==> config.mk <==
export PLATFORM = sky130hd
export DESIGN_NAME = gamecube_responder
export DESIGN_NICKNAME = d
export VERILOG_FILES = /design/src/rtl/gc_pkg.sv /design/src/rtl/gc_line_sync.sv /design/src/rtl/gamecube_responder.sv
export SDC_FILE = /design/constraint.sdc
export NUM_CORES = 1
export LEC_CHECK = 0
export CORE_MARGIN = 1.5
export CORE_UTILIZATION = 60
export CTS_BUF_LIST = sky130_fd_sc_hd__clkbuf_8
export CTS_CLUSTER_DIAMETER = 80
export DETAILED_ROUTE_END_ITERATION = 10
export PLACE_DENSITY_LB_ADDON = 0.05
export SKIP_CTS_REPAIR_TIMING = 1
export SYNTH_ARGS = -nofsm -noshare
export SYNTH_HDL_FRONTEND = slang
export SYNTH_SLANG_ARGS = --single-unit
==> constraint.sdc <==
create_clock -name clk -period 5.1 [get_ports clk]
set_input_delay 1.02 -clock clk [delete_from_list [all_inputs] [get_ports clk]]
set_output_delay 1.02 -clock clk [all_outputs]
set_load 0.01 [all_outputs]
==> src/rtl/gc_pkg.sv <==
// Shared joybus definitions: opcodes, reply sizes, FSM states and framing helpers.
package gc_pkg;

  localparam logic [7:0]  GC_CMD_ID     = 8'h00;
  localparam logic [7:0]  GC_CMD_POLL   = 8'h40;
  localparam logic [7:0]  GC_CMD_ORIGIN = 8'h41;
  localparam logic [7:0]  GC_CMD_RESET  = 8'hFF;

  localparam logic [23:0] GC_ID_WORD    = 24'h090000;

  localparam logic [6:0]  GC_LEN_ID     = 7'd24;
  localparam logic [6:0]  GC_LEN_POLL   = 7'd64;
  localparam logic [6:0]  GC_LEN_ORIGIN = 7'd80;
  localparam int          GC_REPLY_MAX  = 80;

  // Symbols on the wire per command, stop symbol included
  localparam logic [6:0]  GC_SYMS_POLL  = 7'd25;
  localparam logic [6:0]  GC_SYMS_SHORT = 7'd9;

  typedef enum logic [2:0] {
    S_IDLE,
    S_RX,
    S_GAP,
    S_TX,
    S_STOP,
    S_FLUSH
  } gc_state_t;

  function automatic logic gc_opcode_legal(input logic [7:0] op);
    return (op == GC_CMD_ID) || (op == GC_CMD_POLL) ||
           (op == GC_CMD_ORIGIN) || (op == GC_CMD_RESET);
  endfunction

  function automatic logic [6:0] gc_cmd_syms(input logic [7:0] op);
    return (op == GC_CMD_POLL) ? GC_SYMS_POLL : GC_SYMS_SHORT;
  endfunction

  function automatic logic [6:0] gc_reply_len(input logic [7:0] op);
    logic [6:0] len;
    case (op)
      GC_CMD_ID, GC_CMD_RESET: len = GC_LEN_ID;
      GC_CMD_POLL:             len = GC_LEN_POLL;
      GC_CMD_ORIGIN:           len = GC_LEN_ORIGIN;
      default:                 len = 7'd0;
    endcase
    return len;
  endfunction

endpackage

==> src/rtl/gc_line_sync.sv <==
// Two-flop synchronizer for the open-drain joybus line with registered edge pulses.
module gc_line_sync (
  input  logic clk,
  input  logic reset_n,
  input  logic data_in,
  output logic line,
  output logic fall,
  output logic rise
);

  logic meta_reg;
  logic sync_reg;
  logic prev_reg;

  assign line = sync_reg;

  // Resynchronise the line (idles high) and flag each transition for one cycle
  always_ff @(posedge clk) begin
    if (!reset_n) begin
      meta_reg <= 1'b1;
      sync_reg <= 1'b1;
      prev_reg <= 1'b1;
      fall     <= 1'b0;
      rise     <= 1'b0;
    end else begin
      meta_reg <= data_in;
      sync_reg <= meta_reg;
      prev_reg <= sync_reg;
      fall     <= prev_reg & ~sync_reg;
      rise     <= ~prev_reg & sync_reg;
    end
  end

endmodule

==> src/rtl/gamecube_responder.sv <==
// Controller end of the joybus link: decodes console commands and replies with pad state.
module gamecube_responder
  import gc_pkg::*;
#(
  parameter int CLKS_PER_US   = 100,
  parameter int RESP_DELAY_US = 4,
  parameter int TIMEOUT_US    = 8
) (
  input  logic       clk,
  input  logic       reset_n,
  input  logic       data_in,
  output logic       data_oe,
  input  logic       btn_a,
  input  logic       btn_b,
  input  logic       btn_x,
  input  logic       btn_y,
  input  logic       btn_start,
  input  logic       btn_l,
  input  logic       btn_r,
  input  logic       btn_z,
  input  logic       d_up,
  input  logic       d_down,
  input  logic       d_right,
  input  logic       d_left,
  input  logic [7:0] joy_x,
  input  logic [7:0] joy_y,
  input  logic [7:0] c_x,
  input  logic [7:0] c_y,
  input  logic [7:0] trig_l,
  input  logic [7:0] trig_r,
  output logic       cmd_valid,
  output logic [7:0] cmd_byte,
  output logic       rumble,
  output logic       busy,
  output logic       rx_err
);

  localparam int BIT_CYC = 4 * CLKS_PER_US;
  localparam int TO_CYC  = TIMEOUT_US * CLKS_PER_US;
  localparam int GAP_CYC = RESP_DELAY_US * CLKS_PER_US;
  localparam int MAX_A   = (BIT_CYC > TO_CYC) ? BIT_CYC : TO_CYC;
  localparam int MAX_CYC = (MAX_A > GAP_CYC) ? MAX_A : GAP_CYC;
  localparam int TW      = $clog2(MAX_CYC + 1);

  localparam logic [TW-1:0] BIT_LAST  = TW'(BIT_CYC - 1);
  localparam logic [TW-1:0] TO_LAST   = TW'(TO_CYC - 1);
  localparam logic [TW-1:0] GAP_LAST  = TW'(GAP_CYC - 1);
  localparam logic [TW-1:0] ONE_LOW   = TW'(CLKS_PER_US);
  localparam logic [TW-1:0] ZERO_LOW  = TW'(3 * CLKS_PER_US);
  localparam logic [TW-1:0] SYM_SPLIT = TW'(2 * CLKS_PER_US);

  logic line;
  logic fall;
  logic rise;

  gc_line_sync u_sync (
    .clk     (clk),
    .reset_n (reset_n),
    .data_in (data_in),
    .line    (line),
    .fall    (fall),
    .rise    (rise)
  );

  gc_state_t               state;
  logic [TW-1:0]           timer;
  logic [6:0]              bit_cnt;
  logic [6:0]              rx_shift;
  logic [7:0]              opcode;
  logic [GC_REPLY_MAX-1:0] tx_shift;
  logic [6:0]              tx_len;
  logic [GC_REPLY_MAX-1:0] reply_word;
  logic [63:0]             pad_state;
  logic                    sym;
  logic [TW-1:0]           tx_low;

  assign busy = (state != S_IDLE);

  // A short low pulse is a '1'; the timer holds low time minus one at the rise
  assign sym = (timer < SYM_SPLIT);

  // Stop symbol and '1' bits share the short low time
  assign tx_low = ((state == S_STOP) || tx_shift[GC_REPLY_MAX-1]) ? ONE_LOW : ZERO_LOW;

  assign pad_state = {3'b000, btn_start, btn_y, btn_x, btn_b, btn_a,
                      1'b1, btn_l, btn_r, btn_z, d_up, d_down, d_right, d_left,
                      joy_x, joy_y, c_x, c_y, trig_l, trig_r};

  // Left-aligned reply for the accepted opcode; origin tail is the zero padding
  always_comb begin
    reply_word = '0;
    case (opcode)
      GC_CMD_ID, GC_CMD_RESET:   reply_word = {GC_ID_WORD, 56'h0};
      GC_CMD_POLL, GC_CMD_ORIGIN: reply_word = {pad_state, 16'h0000};
      default:                   reply_word = '0;
    endcase
  end

  // Main protocol FSM: command receive, response gap, bit-serial reply, stop
  always_ff @(posedge clk) begin
    if (!reset_n) begin
      state     <= S_IDLE;
      timer     <= '0;
      bit_cnt   <= '0;
      rx_shift  <= '0;
      opcode    <= '0;
      tx_shift  <= '0;
      tx_len    <= '0;
      data_oe   <= 1'b0;
      cmd_valid <= 1'b0;
      cmd_byte  <= '0;
      rumble    <= 1'b0;
      rx_err    <= 1'b0;
    end else begin
      cmd_valid <= 1'b0;
      rx_err    <= 1'b0;
      case (state)
        S_IDLE: begin
          data_oe <= 1'b0;
          if (fall) begin
            state   <= S_RX;
            timer   <= '0;
            bit_cnt <= '0;
          end
        end
        S_RX: begin
          if (rise) begin
            timer    <= '0;
            bit_cnt  <= bit_cnt + 7'd1;
            rx_shift <= {rx_shift[5:0], sym};
            if (bit_cnt == 7'd7) begin
              opcode <= {rx_shift, sym};
              if (!gc_opcode_legal({rx_shift, sym})) begin
                rx_err <= 1'b1;
                state  <= S_FLUSH;
              end
            end else if (bit_cnt >= 7'd8 && bit_cnt == gc_cmd_syms(opcode) - 7'd1) begin
              // Rise closing the stop symbol: rx_shift[0] is the last data bit
              cmd_valid <= 1'b1;
              cmd_byte  <= opcode;
              if (opcode == GC_CMD_POLL) rumble <= rx_shift[0];
              state     <= S_GAP;
            end
          end else if (fall) begin
            timer <= '0;
          end else if (timer == TO_LAST) begin
            rx_err <= 1'b1;
            state  <= S_IDLE;
          end else begin
            timer <= timer + TW'(1);
          end
        end
        S_FLUSH: begin
          // Leave only after the line has been quietly high for a full timeout
          if (fall || rise || !line) begin
            timer <= '0;
          end else if (timer == TO_LAST) begin
            timer <= '0;
            state <= S_IDLE;
          end else begin
            timer <= timer + TW'(1);
          end
        end
        S_GAP: begin
          if (timer == GAP_LAST) begin
            state    <= S_TX;
            timer    <= '0;
            bit_cnt  <= '0;
            tx_shift <= reply_word;
            tx_len   <= gc_reply_len(opcode);
            data_oe  <= 1'b1;
          end else begin
            timer <= timer + TW'(1);
          end
        end
        S_TX, S_STOP: begin
          if (timer == BIT_LAST) begin
            timer <= '0;
            if (state == S_STOP) begin
              state   <= S_IDLE;
              data_oe <= 1'b0;
            end else begin
              data_oe  <= 1'b1;
              tx_shift <= {tx_shift[GC_REPLY_MAX-2:0], 1'b0};
              bit_cnt  <= bit_cnt + 7'd1;
              if (bit_cnt == tx_len - 7'd1) state <= S_STOP;
            end
          end else begin
            timer   <= timer + TW'(1);
            data_oe <= ((timer + TW'(1)) < tx_low);
          end
        end
        default: begin
          state   <= S_IDLE;
          data_oe <= 1'b0;
        end
      endcase
    end
  end

endmodule

* Word-level counts from Yosys, hierarchy flattened
Cells that the tools add are included.
** Storage, ports and cells
- Flip-flop bits (word level) :: 139
- Bits of input ports :: 63
- Output and inout port bits :: 13
- Logic and storage cells :: 137
** Operators by class
- Add/subtract/negate cells :: 4
- $lt $le $gt $ge :: 3
- Equality and inequality tests :: 27
- Mux-type cells :: 45
- Bitwise logic cells :: 9
- Reduce and logical (&&, ||, !) cells :: 32
** Operator list (count)
- 80-bit two-way mux :: 3
- 80-bit one-hot mux with 2 select lines :: 1
- 77-bit one-hot mux with 2 select lines :: 1
- 10-bit two-way mux :: 7
- 10-bit one-hot mux with 4 select lines :: 1
- 3-bit two-way mux :: 12
- 7-bit two-way mux :: 5
- 8-bit by 7-bit == test with 1-bit output, second input constant :: 4
- 7-bit one-hot mux with 4 select lines :: 1
- 7-bit one-hot mux with 3 select lines :: 1
- 8-bit == test, second input constant :: 2
- 8-bit logical NOT :: 2
- 3-bit one-hot mux with 5 select lines :: 1
- 7-bit == test :: 2
- 10-bit by 1-bit adder with 10-bit output, second input constant :: 1
- 10-bit == test, second input constant :: 1
- 10-bit by 9-bit == test with 1-bit output, second input constant :: 1
- 10-bit by 8-bit less-than comparator with 1-bit output, second input constant :: 1
- 10-bit by 9-bit less-than comparator with 1-bit output :: 1
- 1-bit two-way mux :: 9
- 9-bit two-way mux :: 1
- 2-bit != test, second input constant :: 4
- 4-bit != test, second input constant :: 2
- 2-bit AND reduction :: 4
- 30 further kinds :: 52

* Longest topological paths before layout
- Depth in word-level cells :: 9
- Gate-level depth with buffers :: 11
- Depth with buffers taken out :: 10

* By module
A second synthesis with hierarchy kept.
** Unflattened totals
- Cells, all modules :: 646
- Area, all modules :: 5411.4 µm²
** Modules (own cells, without submodules)
- gamecube_responder :: times used 1, cells an instance 636, area an instance 5275.1 µm², seq. area each 2282.2 µm²
- gc_line_sync :: times used 1, cells an instance 10, area an instance 136.4 µm², seq. area each 100.1 µm²

* Worst setup path after synthesis
Ideal clock, no wire load.
- Kind :: reg2reg
- From :: register state[2]
- To :: register data_oe
- Setup time :: 0.070 ns
- Arrival :: 2.223 ns
- Required time :: 5.030 ns
- Path slack :: 2.807 ns
- Stages on the path, launching flop included :: 10
- Buffers on the path :: 0
- Period minus slack after synthesis :: 2.293 ns
- Cells stage by stage :: dfxtp_1 -> or3b_2 -> nand2b_1 -> ha_1 -> maj3_1 -> o32ai_1 -> a221oi_1 -> o31ai_1 -> nand4_1 -> a21oi_1
** On the way
- Longest elaborated chain between the ends :: 6
- Elaborated cells on any way between the ends :: 16
- Those cells by class :: 1 x order compare; 6 x eq/ne; 4 x mux; 1 x bitwise; 4 x reduce/logical
** Ends and longest elaborated chain
- from (decl) :: RTL line gamecube_responder.sv:65 : gc_state_t state;
- from (signal assigned) :: RTL line gamecube_responder.sv:102 : state <= S_IDLE;
- from (signal assigned) :: RTL line gamecube_responder.sv:121 : state <= S_RX;
- from (signal assigned) :: RTL line gamecube_responder.sv:135 : state <= S_FLUSH;
- 3-bit == test :: RTL line gamecube_responder.sv:83, gamecube_responder.sv:117, gamecube_responder.sv:179
- 1-bit logical OR :: RTL line gamecube_responder.sv:83 : assign tx_low = ((state == S_STOP) || tx_shift[GC_REPLY_MAX-1]) ? ONE_LOW : ZERO_LOW;
- 9-bit two-way mux :: RTL line gamecube_responder.sv:83
- 10-bit by 9-bit less-than comparator with 1-bit output :: RTL line gamecube_responder.sv:190 : data_oe <= ((timer + TW'(1)) < tx_low);
- 1-bit two-way mux :: RTL line gamecube_responder.sv:177 : if (timer == BIT_LAST) begin
- 1-bit one-hot mux with 3 select lines :: RTL line gamecube_responder.sv:117 : case (state)
- to (signal assigned) :: RTL line gamecube_responder.sv:190
- to (decl) :: RTL line gamecube_responder.sv:12 : output logic data_oe,
Several ways; a longest one is shown, not always the timed one.
A chain may end at the register's enable or synchronous reset.

* Worst setup path after layout
- From :: input port reset_n
- To :: register cmd_valid
** On the way
- Longest elaborated chain between the ends :: 2
** Ends and longest elaborated chain
- from (decl) :: RTL line gamecube_responder.sv:10 : input logic reset_n,
- 1-bit NOT (no source line)
- 4-bit OR reduction (no source line)
- to (signal assigned) :: RTL line gamecube_responder.sv:110 : cmd_valid <= 1'b0;
- to (signal assigned) :: RTL line gamecube_responder.sv:115 : cmd_valid <= 1'b0;
- to (signal assigned) :: RTL line gamecube_responder.sv:139 : cmd_valid <= 1'b1;
- to (decl) :: RTL line gamecube_responder.sv:31 : output logic cmd_valid,
No other way between the ends.

==> metrics.md <==
| Metric | Value |
|---|---|
| First-pass GRT wire length | `22.46 mm` |
| Sw frac | `0.2260` |
| Io pins | `76` |
| Top-area cell type share of the netlist area | `0.4198` |
| CTS sink cnt | `119` |
| Met3 GRT Util | `0.05362` |
| Register area share after synthesis | `0.4198` |
| Clock power frac | `0.477` |
| Gpl congestion | `0.8520` |
| Distinct cells, synth | `55` |
| Req. time, crit path | `5.39 ns` |
| Max Slew Vio Count | `0` |
| Internal | `0.001560 W` |
| Fin. Hold Viols | `0` |
| GRT Total Usage | `0.2757` |
| CP Launch Type | `input port` |
| Clock transition at the registers of the reported paths | `0.08 ns` |
| CP Cell Sequence | `clkdlybuf4s50_1 > inv_2 > buf_4 > nor3_1` |
| Crit path max-delay family | `buffers and inverters` |
| Clk buf depth | `2` |
| Core ar. | `9196 µm²` |
| Leading area contributor after synthesis | `dfxtp_1` |
| Vias in the first global route | `4781` |
| Initial Util | `0.6170` |
| Root Driver | `clkbuf_8` |
| Core Rows | `35` |
| Initial antenna violation count | `0` |
| Period utilization | `0.6175` |
| Inserted Clock Buffers | `17` |
| RSZ-0062 raised after global routing | `false` |
| Worst path arrival time | `3.44 ns` |
| Met2 usage | `0.4505` |
| Post-Syn Nets | `773` |
| Setup Viol. Count Final | `0` |
| Post-route ant nets | `0` |
| First-pass iteration count of the detailed router | `6` |
| Min cycle time layout | `3.149 ns` |
| Setup_tns | `0 ns` |
| Die area | `10050 µm²` |
| Worst Path Buf+Inv | `3` |
| Final clock skew | `0.01882 ns` |
| DRT Wirelength | `13.48 mm` |
| Worst slew pin tran | `1.228 ns` |
| Max_cap viols | `0` |
| Via count | `5227` |
| Total of warnings raised by yosys | `0` |
| Largest net degree at the start of global routing | `68` |
| Synth cell count leaders | `160 x nand2_1, 119 x dfxtp_1, 86 x a21oi_1` |
| Max IR drop VDD | `0.1841 mV` |
| # fillers | `730` |
| CTS tree | `done` |
| Power per cell area | `297.4 nW/µm²` |
| Diode count | `0` |
| CP Class | `input port to flip-flop` |
| Final routed DRC violation total | `0` |
| Mapped cell area | `5674 µm²` |
| Via-to-Cell Ratio | `6.008` |
| # port buffers | `75` |
| Max FFs per register | `64` |
| Die H | `100.2 µm` |
| Grt met1 use | `0.3686` |
| H-tree depth | `4` |
| Sequential share of power | `0.467` |
| Crit-path max FO | `50` |
| Syn Inst Count | `703` |
| Switch Pwr | `0.0004556 W` |
| Status | `complete, no violations` |
| DP Area | `6322 µm²` |
| Synth Flop Type | `dfxtp_1` |
| Overflow after GRT | `0` |
| P_leak | `2.373 nW` |
| Post-route cell area | `6777 µm²` |
| Most instantiated library cell after synthesis | `nand2_1` |
| Synth async-reset ratio | `0` |
| Share of cells above drive strength 1 | `0.06324` |
| First DRT Iteration DRCs | `351` |
| Regs by FF count | `tx_shift x64, timer x10` |
| Worst Hold Class | `flip-flop to flip-flop` |
| Slowest library cell on the worst path | `inv_2` |
| Flops & latches, synth | `119` |
| Routed WL per cell | `15.49 µm` |
| Nets | `816` |
| Syn-to-layout area delta | `19.43%` |
| Rel. slew slack | `0.1787` |
| Top post-synthesis cells by area | `dfxtp_1 42%, nand2_1 11%, a22o_1 8.8%` |
| Detailed placement HPWL | `8.379 mm` |
| Post-synth EDFFs | `0` |
| Critical Path Sink Type | `flip-flop` |
| Die span in x | `100.2 µm` |
| Biggest register | `tx_shift` |
| Clk Latency, worst-skew pair | `0.42 ns` |
| Gr busiest metal | `met2` |
| Avg Inst Size Synth | `8.071 µm²` |
| Crit path largest cell delay | `0.87 ns` |
| Logic pwr share | `0.056` |
| Max frequency | `317.5 MHz` |
path summary, 6_finish.rpt:
path | endpoint | slack (ns) | startpoint | cells past startpoint
worst min register to register | u_sync.rise$_SDFF_PN0_ | 0.42 | u_sync.prev_reg$_SDFF_PN1_ | 1
worst max register to register | rumble$_SDFFE_PN0P_ | 2.21 | state[0]$_SDFFE_PN0P_ | 6
worst min-delay path | u_sync.rise$_SDFF_PN0_ | 0.42 | u_sync.prev_reg$_SDFF_PN1_ | 1
worst max-delay path | cmd_valid$_SDFF_PP0_ | 1.95 | reset_n | 4
power by group through the flow:
| stage | clock network [W] | registers, W | logic [W] |
|---|---|---|---|
| 2_1_floorplan | 0 | 0.000956 | 0.0000523 |
| 3_3_place_gp | 0 | 0.000962 | 0.000109 |
| 3_5_place_dp | 0 | 0.000963 | 0.000111 |
| 4_1_cts | 0.000977 | 0.000941 | 0.000112 |
| 5_1_grt | 0.00102 | 0.000943 | 0.000120 |
| 6_report | 0.000961 | 0.000942 | 0.000113 |
metrics by stage:
step	instances	hold WS, ns	utilization	total power (W)	worst slack [ns]
2_1_floorplan	703	0.3842	-	0.001009	2.807
3_3_place_gp	838	0.3922	0.6875	0.001071	1.652
3_5_place_dp	838	0.3997	0.6875	0.001074	1.526
4_1_cts	870	0.4148	0.7369	0.002030	1.992
5_1_grt	870	0.4486	0.7369	0.002082	1.843
6_report	870	0.4159	0.7369	0.002015	1.951
layout make-up:
class,count,area [µm²],area share
well taps,111,138.9,0.02049
repair buffers,79,780.7,0.1152
multi-input cells,512,2957,0.4363
inverters,17,63.81,0.009417
clock inverters,13,192.7,0.02843
flip-flops and latches,119,2382,0.3516
clock buffers,19,261.5,0.03859
worst reg2reg max path, cell delays in order (launching register included):
cell and delay [ns]:
dfxtp_1 0.75, nand2b_1 0.27, nor2_1 0.56, and4_1 0.68, and3_1 0.27, mux2i_1 0.19, nor2_1 0.05
cells by family (layout without fill, tap and decap cells):
group                    after synthesis  count (layout)  synth area share
flip-flops                           119             119            0.4198
buffers and inverters                 72             128           0.05976
multiplexers                          22              22           0.03881
AND/OR/NAND/NOR                      278             278            0.2196
adder cells (fa/ha/maj)                8               8           0.01720
AO/OA/AOI/OAI                        191             191            0.2247
XOR/XNOR                              13              13           0.02007
placed cells by master (no fill, tap or decap), types with 4 or more instances in the layout:
cell and count:
a211oi_1 4, a21oi_1 86, a22o_1 57, a31oi_1 8, and3_1 5, buf_4 4
bufinv_16 4, clkbuf_8 19, clkdlybuf4s50_1 75, dfxtp_1 119, ha_1 7, inv_1 16
mux2i_1 22, nand2_1 159, nand2b_1 12, nand3_1 18, nand4_1 10, nor2_1 40
nor3_1 6, nor4_1 5, o21ai_0 12, o22ai_1 6, xnor2_1 6, xor2_1 7
layer usage:
metal  part of all wire  wire (µm)
met4              0.014        193
met5                  0          0
met1               0.44       5896
met3              0.064        869
met2               0.48       6520
Note: power is estimated with default switching activity, not from simulation.
